--- src/rtl/frame_burst_writer_if.sv ---
// Burst write channel between a frame writer (master) and one port of the
// round-robin DDR write arbiter (slave).
interface frame_burst_writer_if #(
  parameter int MEM_DATA_BITS = 32
);
  logic                     wr_burst_req;
  logic [9:0]               wr_burst_len;
  logic [26:0]              wr_burst_addr;
  logic                     wr_burst_data_req;
  logic [MEM_DATA_BITS-1:0] wr_burst_data;
  logic                     wr_burst_finish;

  modport master (
    output wr_burst_req, wr_burst_len, wr_burst_addr, wr_burst_data,
    input  wr_burst_data_req, wr_burst_finish
  );

  modport slave (
    input  wr_burst_req, wr_burst_len, wr_burst_addr, wr_burst_data,
    output wr_burst_data_req, wr_burst_finish
  );
endinterface

--- src/rtl/frame_burst_writer.sv ---
// Drains a show-ahead pixel FIFO into a linear frame region in fixed-length bursts.
// Optional FRAME_BURST_WRITER_PINGPONG_EN alternates between two frame buffers.
module frame_burst_writer #(
  parameter int MEM_DATA_BITS = 32,
  parameter int BURST_LEN     = 128,
  parameter int LEVEL_BITS    = 11,
  parameter int TIMEOUT       = 10000
) (
  input  logic                     mem_clk,
  input  logic                     rst_n,
  input  logic [26:0]              frame_base,
  input  logic [26:0]              frame_words,
  input  logic                     frame_start,
  input  logic [LEVEL_BITS-1:0]    fifo_level,
  input  logic [MEM_DATA_BITS-1:0] fifo_rdata,
  output logic                     fifo_rd_en,
  frame_burst_writer_if.master     bus,
  output logic                     frame_done,
  output logic                     timeout_err,
  output logic                     frame_bank
);
  localparam int          CW          = $clog2(TIMEOUT + 1);
  localparam logic [26:0] BURST_LEN_W = 27'(BURST_LEN);

  typedef enum logic [2:0] {S_IDLE, S_CHECK, S_REQ, S_WRITE, S_END} state_e;

  state_e          state_q, state_d;
  logic [26:0]     addr_q, addr_d, remaining_q, remaining_d, burst_addr_q, burst_addr_d;
  logic [9:0]      len_q, len_d;
  logic            req_q, req_d, done_q, done_d, terr_q, terr_d;
  logic            bank_q, bank_d, pend_q, pend_d, prev_q, prev_d;
  logic [1:0]      sync_q, sync_d;
  logic [CW-1:0]   cnt_q, cnt_d;

  logic [9:0]      cur_len;
  logic [26:0]     rem_new, restart_addr;
  logic            lvl_ok, apply, start_edge, bank_new;

  assign start_edge = sync_q[1] & ~prev_q;
  assign apply      = pend_q && (state_q == S_IDLE || state_q == S_CHECK);
  assign cur_len    = (remaining_q < BURST_LEN_W) ? remaining_q[9:0] : BURST_LEN_W[9:0];
  assign lvl_ok     = 32'(fifo_level) >= 32'(cur_len);
  assign rem_new    = remaining_q - 27'(len_q);

`ifdef FRAME_BURST_WRITER_PINGPONG_EN
  // Second buffer sits directly after the first one.
  assign bank_new     = ~bank_q;
  assign restart_addr = frame_base + (bank_new ? frame_words : 27'd0);
`else
  assign bank_new     = 1'b0;
  assign restart_addr = frame_base;
`endif

  always_comb begin
    state_d      = state_q;
    addr_d       = addr_q;
    remaining_d  = remaining_q;
    len_d        = len_q;
    burst_addr_d = burst_addr_q;
    req_d        = req_q;
    done_d       = 1'b0;
    terr_d       = terr_q;
    bank_d       = bank_q;
    sync_d       = {sync_q[0], frame_start};
    prev_d       = sync_q[1];
    pend_d       = pend_q | start_edge;
    cnt_d        = (state_q == S_REQ || state_q == S_WRITE) ? cnt_q + CW'(1) : '0;

    // Restarts only land between bursts, so an in-flight burst is never cut.
    if (apply) begin
      addr_d      = restart_addr;
      remaining_d = frame_words;
      bank_d      = bank_new;
      pend_d      = start_edge;
    end

    unique case (state_q)
      S_IDLE:  state_d = S_CHECK;
      S_CHECK: begin
        if (!pend_q && remaining_q != '0 && lvl_ok) begin
          len_d        = cur_len;
          burst_addr_d = addr_q;
          state_d      = S_REQ;
        end
      end
      S_REQ: begin
        req_d   = 1'b1;
        state_d = S_WRITE;
      end
      S_WRITE: begin
        if (bus.wr_burst_finish) begin
          req_d   = 1'b0;
          state_d = S_END;
        end else if (cnt_q == CW'(TIMEOUT)) begin
          req_d   = 1'b0;
          terr_d  = 1'b1;
          state_d = S_CHECK;
        end
      end
      S_END: begin
        addr_d      = addr_q + 27'(len_q);
        remaining_d = rem_new;
        done_d      = (rem_new == '0);
        state_d     = S_CHECK;
      end
      default: state_d = S_IDLE;
    endcase
  end

  always_ff @(posedge mem_clk or negedge rst_n) begin
    if (!rst_n) begin
      state_q      <= S_IDLE;
      addr_q       <= '0;
      remaining_q  <= '0;
      len_q        <= '0;
      burst_addr_q <= '0;
      req_q        <= 1'b0;
      done_q       <= 1'b0;
      terr_q       <= 1'b0;
      bank_q       <= 1'b0;
      pend_q       <= 1'b0;
      prev_q       <= 1'b0;
      sync_q       <= '0;
      cnt_q        <= '0;
    end else begin
      state_q      <= state_d;
      addr_q       <= addr_d;
      remaining_q  <= remaining_d;
      len_q        <= len_d;
      burst_addr_q <= burst_addr_d;
      req_q        <= req_d;
      done_q       <= done_d;
      terr_q       <= terr_d;
      bank_q       <= bank_d;
      pend_q       <= pend_d;
      prev_q       <= prev_d;
      sync_q       <= sync_d;
      cnt_q        <= cnt_d;
    end
  end

  assign bus.wr_burst_req  = req_q;
  assign bus.wr_burst_len  = len_q;
  assign bus.wr_burst_addr = burst_addr_q;
  assign bus.wr_burst_data = (state_q == S_WRITE) ? fifo_rdata : '0;
  assign fifo_rd_en        = (state_q == S_WRITE) & bus.wr_burst_data_req;
  assign frame_done        = done_q;
  assign timeout_err       = terr_q;
  assign frame_bank        = bank_q;
endmodule

--- src/flat_wrapper.sv ---
// flat-port wrapper written by rule: the top's interface ports become plain ports
module frame_burst_writer_flat 
#(
  parameter int MEM_DATA_BITS = 32,
  parameter int BURST_LEN     = 128,
  parameter int LEVEL_BITS    = 11,
  parameter int TIMEOUT       = 10000
)
  (mem_clk, rst_n, frame_base, frame_words, frame_start, fifo_level, fifo_rdata, fifo_rd_en, frame_done, timeout_err, frame_bank, bus_wr_burst_req, bus_wr_burst_len, bus_wr_burst_addr, bus_wr_burst_data, bus_wr_burst_data_req, bus_wr_burst_finish);
  frame_burst_writer_if #(.MEM_DATA_BITS(MEM_DATA_BITS)) bus_i ();
  input  logic mem_clk;
  input  logic rst_n;
  input  logic [26:0] frame_base;
  input  logic [26:0] frame_words;
  input  logic frame_start;
  input  logic [LEVEL_BITS-1:0] fifo_level;
  input  logic [MEM_DATA_BITS-1:0] fifo_rdata;
  output logic fifo_rd_en;
  output logic frame_done;
  output logic timeout_err;
  output logic frame_bank;
  output wire logic [$bits(bus_i.wr_burst_req)-1:0] bus_wr_burst_req;
  output wire logic [$bits(bus_i.wr_burst_len)-1:0] bus_wr_burst_len;
  output wire logic [$bits(bus_i.wr_burst_addr)-1:0] bus_wr_burst_addr;
  output wire logic [$bits(bus_i.wr_burst_data)-1:0] bus_wr_burst_data;
  input wire logic [$bits(bus_i.wr_burst_data_req)-1:0] bus_wr_burst_data_req;
  input wire logic [$bits(bus_i.wr_burst_finish)-1:0] bus_wr_burst_finish;
  assign bus_wr_burst_req = bus_i.wr_burst_req;
  assign bus_wr_burst_len = bus_i.wr_burst_len;
  assign bus_wr_burst_addr = bus_i.wr_burst_addr;
  assign bus_wr_burst_data = bus_i.wr_burst_data;
  assign bus_i.wr_burst_data_req = bus_wr_burst_data_req;
  assign bus_i.wr_burst_finish = bus_wr_burst_finish;
  frame_burst_writer #(.MEM_DATA_BITS(MEM_DATA_BITS), .BURST_LEN(BURST_LEN), .LEVEL_BITS(LEVEL_BITS), .TIMEOUT(TIMEOUT)) u_core (.mem_clk(mem_clk), .rst_n(rst_n), .frame_base(frame_base), .frame_words(frame_words), .frame_start(frame_start), .fifo_level(fifo_level), .fifo_rdata(fifo_rdata), .fifo_rd_en(fifo_rd_en), .bus(bus_i), .frame_done(frame_done), .timeout_err(timeout_err), .frame_bank(frame_bank));
endmodule
--- config.mk ---
export PLATFORM = sky130hd
export DESIGN_NAME = frame_burst_writer_flat
export DESIGN_NICKNAME = d
export VERILOG_FILES = /design/src/rtl/frame_burst_writer_if.sv /design/src/rtl/frame_burst_writer.sv /design/src/flat_wrapper.sv
export SDC_FILE = /design/constraint.sdc
export NUM_CORES = 1
export LEC_CHECK = 0
export CAP_MARGIN = 20
export CORE_ASPECT_RATIO = 0.9
export CORE_MARGIN = 2
export CORE_UTILIZATION = 54
export DETAILED_ROUTE_END_ITERATION = 8
export PLACE_DENSITY = 0.87
export SKIP_CTS_REPAIR_TIMING = 1
export SLEW_MARGIN = 0
export SYNTH_ARGS = -nofsm -noshare
export SYNTH_HDL_FRONTEND = slang
export SYNTH_SLANG_ARGS = --single-unit
--- constraint.sdc ---
create_clock -name mem_clk -period 10.19 [get_ports mem_clk]
set_input_delay 1.019 -clock mem_clk [delete_from_list [all_inputs] [get_ports mem_clk]]
set_output_delay 1.019 -clock mem_clk [all_outputs]
set_load 0.02 [all_outputs]
==> impl_metrics.yaml <==
status:
  status: "finished clean"
worst_hold_path:
  min_path_type: "reg -> reg"
  hold_depth: 0
  min_to: "u_core.sync_q[1]$_DFF_PN0_"
  min_from: "u_core.sync_q[0]$_DFF_PN0_"
clock_tree:
  path_clk_slew_ps: 60
  cts_root_buf: "clkbuf_16"
  cts_buffers: 17
  cts_tree: "done"
  cts_buffer_depth: 2
  cts.htree.levels: 4
  clk_latency_ps: 420
  cts.sinks: 115
yosys:
  synth_edf_count: 0
  syn_inst: 711
  yosysUniqueCellTypes: 67
  ys_ff_latch: 115
  syn-cell-area_um2: 6898
  synthArstFlopShare_pct: 100.0
  yosysWarnings: 0
  syn_area_per_cell_um2: 9.702
  seq_area_frac_synth_pct: 41.72
  synth_ff_type: "dfrtp_1"
sta:
  relSlewSlack_pct: 36.14
  worstMarginPinSlew_ps: 945.8
  setup_viol: 0
  grt_setup_unrepaired: "no"
  holdWs_ps: 353.1
  period_share_pct: 42.92
  max_freq_mhz: 228.7
  period_minus_slack_ps: 4373
  maxSlewViolCount: 0
  setup_tns_ps: 0
  finalClockSkew_ps: 8.755
  hold_viol: 0
floorplan:
  start_util_pct: 54.79
  num_rows: 39
  dieWidth_um: 123.1
  core_um2: 12590
  die-area_um2: 13700
  die_h_um: 111.2
  io_pins: 176
detailed_routing:
  drtIter0Drc: 728
  vias_per_cell: 6.046
  antenna_left: 0
  drtPass1Iterations: 5
  wl_per_cell_um: 18.84
  post-route-drc-count: 0
  num_vias: 6427
  wl_um: 20020
critical_path:
  critical_path.cell_chain: "or4_1 > or3_1 > nor4_4 > nand2_1 > ha_1 > o21a_1 > o21a_1 > o21ai_0 > a221oi_2 > o21a_4 > nand3_4 > mux2_4"
  required_ps: 10480
  path_max_fanout: 36
  crit_path_frequent_cell: "o21a_1"
  slowest_delay_ps: 550
  r2r_end: "u_core.bus.wr_burst_addr[23]$_DFFE_PN0P_"
  rr_startpoint: "u_core.remaining_q[10]$_DFFE_PN0P_"
  crit_arrival_ps: 4670
  cp.buffers_inverters: 0
  cp-end-kind: "flip-flop"
  cp_top_family: "simple AND/OR/NAND/NOR gates"
  critPathKind: "reg -> reg"
  worstRegToRegCells: 12
  worst-r2r-setup-slack_ps: 5820
  cp.depth: 12
  crit_slowest_cell: "or4_1"
  startpoint: "u_core.remaining_q[10]$_DFFE_PN0P_"
  start_kind: "flip-flop"
pwr:
  p_leak_nw: 3.940
  p_per_area_nw_per_um2: 275.7
  total_power_mw: 2.581
  ir_drop_v: 0.0001340
global_routing:
  grt_pass1_vias: 6646
  antenna_found_initial: 0
  grt_max_degree: 82
  grt_overflow: 0
  grt_pass1_wl_um: 32340
  track_usage_pct: 30.09
final_layout:
  diodes: 0
  fillers: 837
  drive_above_1_share_pct: 9.344
  area_growth_pct: 35.72
  nets: 1022
placement:
  finalWeightedCongestion: 0.9435
  portBuffers: 174
  dp_hpwl_um: 14190
flow_run:
  drv_cap: 0
## cells in the final DEF, fill, tap and decap left out, types with 13 or more instances in the layout
cell               n
xor2_1            15
nand2_1           49
nand3_1           23
clkbuf_16         17
nor3_1            13
a21oi_1           28
o21ai_0           45
ha_1              32
and2_1            42
dfrtp_1          115
mux2_4            22
nor2_1            62
clkdlybuf4s50_1  173
inv_1             29
xnor2_1           15
## synth_stat cells, types with 10 or more instances
cell type,instances,share of area [%]
dfrtp_1,115,42
nor2_1,62,3.4
nand2_1,49,2.7
o21ai_0,45,3.3
and2_1,41,3.7
ha_1,32,5.8
inv_1,29,1.6
a21oi_1,28,2.0
clkbuf_1,23,1.3
nand3_1,23,1.7
mux2_4,22,4.8
xnor2_1,15,1.9
xor2_1,15,1.9
nor3_1,13,0.94
and3_1,12,1.1
o211ai_1,12,1.3
o22ai_1,10,0.91
or3_1,10,0.91
## logic make-up after synthesis
| kind of cell | synth area share (%) |
|---|---|
| AOI/OAI and AO/OA | 16.92 |
| xor gates and xnor gates | 3.809 |
| adders and majority gates | 6.385 |
| buffers and inverters | 3.809 |
| DFF | 41.72 |
| muxes | 7.092 |
| other | 0.1089 |
| and+or+nand+nor | 20.15 |
## worst register-to-register path, delay by kind of cell, from the launching register on
kind / cells / cell delay [ps]
adder cells (fa/ha/maj): 1 / 320
AND/OR/NAND/NOR: 5 / 2170
flip-flops: 1 / 430
multiplexers: 1 / 530
AO/OA/AOI/OAI: 5 / 810
## layer usage
layer / vias up / global-route usage [%] / wire, µm
li1: 2944 / - / -
met1: 3085 / 38.42 / 8248
met2: 335 / 48.90 / 9568
met3: 63 / 5.916 / 1497
met4: 0 / 13.71 / 708
met5: - / 0 / 0
## sequential cells by signal, indices dropped and copies added, names as in the netlist
name	cells
u_core.state_q	3
u_core.addr_q	27
u_core.pend_q	1
u_core.frame_done	1
u_core.bus.wr_burst_req	1
u_core.prev_q	1
u_core.cnt_q	14
u_core.remaining_q	27
u_core.bus.wr_burst_addr	27
u_core.timeout_err	1
u_core.sync_q	2
u_core.bus.wr_burst_len	10
## metrics by stage
step / instance area (µm²) / setup WS [ps] / std cells / util, %
floorplan: 6902 / 6641 / 712 / -
global placement: 8737 / 5980 / 1029 / 69.40
detailed placement: 8748 / 5852 / 1030 / 69.49
CTS: 9334 / 5819 / 1062 / 74.14
global route: 9361 / 5569 / 1063 / 74.36
finish: 9361 / 5817 / 1063 / 74.36
## power breakdown
part           total, mW  internal, mW  switching [mW]
Combinational       1.19         0.565           0.627
Sequential         0.804         0.630           0.174
Clock              0.586         0.361           0.225
## worst max path at each step
stage / to / slack, ps
global route: u_core.bus.wr_burst_addr[8]$_DFFE_PN0P_ / 5570
global placement: u_core.bus.wr_burst_addr[17]$_DFFE_PN0P_ / 5980
floorplan: u_core.bus.wr_burst_addr[10]$_DFFE_PN0P_ / 6640
detailed placement: u_core.bus.wr_burst_addr[14]$_DFFE_PN0P_ / 5850
CTS: u_core.bus.wr_burst_addr[26]$_DFFE_PN0P_ / 5820
finish: u_core.bus.wr_burst_addr[23]$_DFFE_PN0P_ / 5820
## cell type report
class                   count  area, µm²  area share (%)
multi-input cells         541       3761           40.18
flip-flops and latches    115       2878           30.74
repair buffers            182       1823           19.47
clock buffers              17      425.4           4.544
well taps                 164      205.2           2.192
clock inverters            15      160.2           1.711
inverters                  29      108.9           1.163
(Power assumes the default switching activity.)
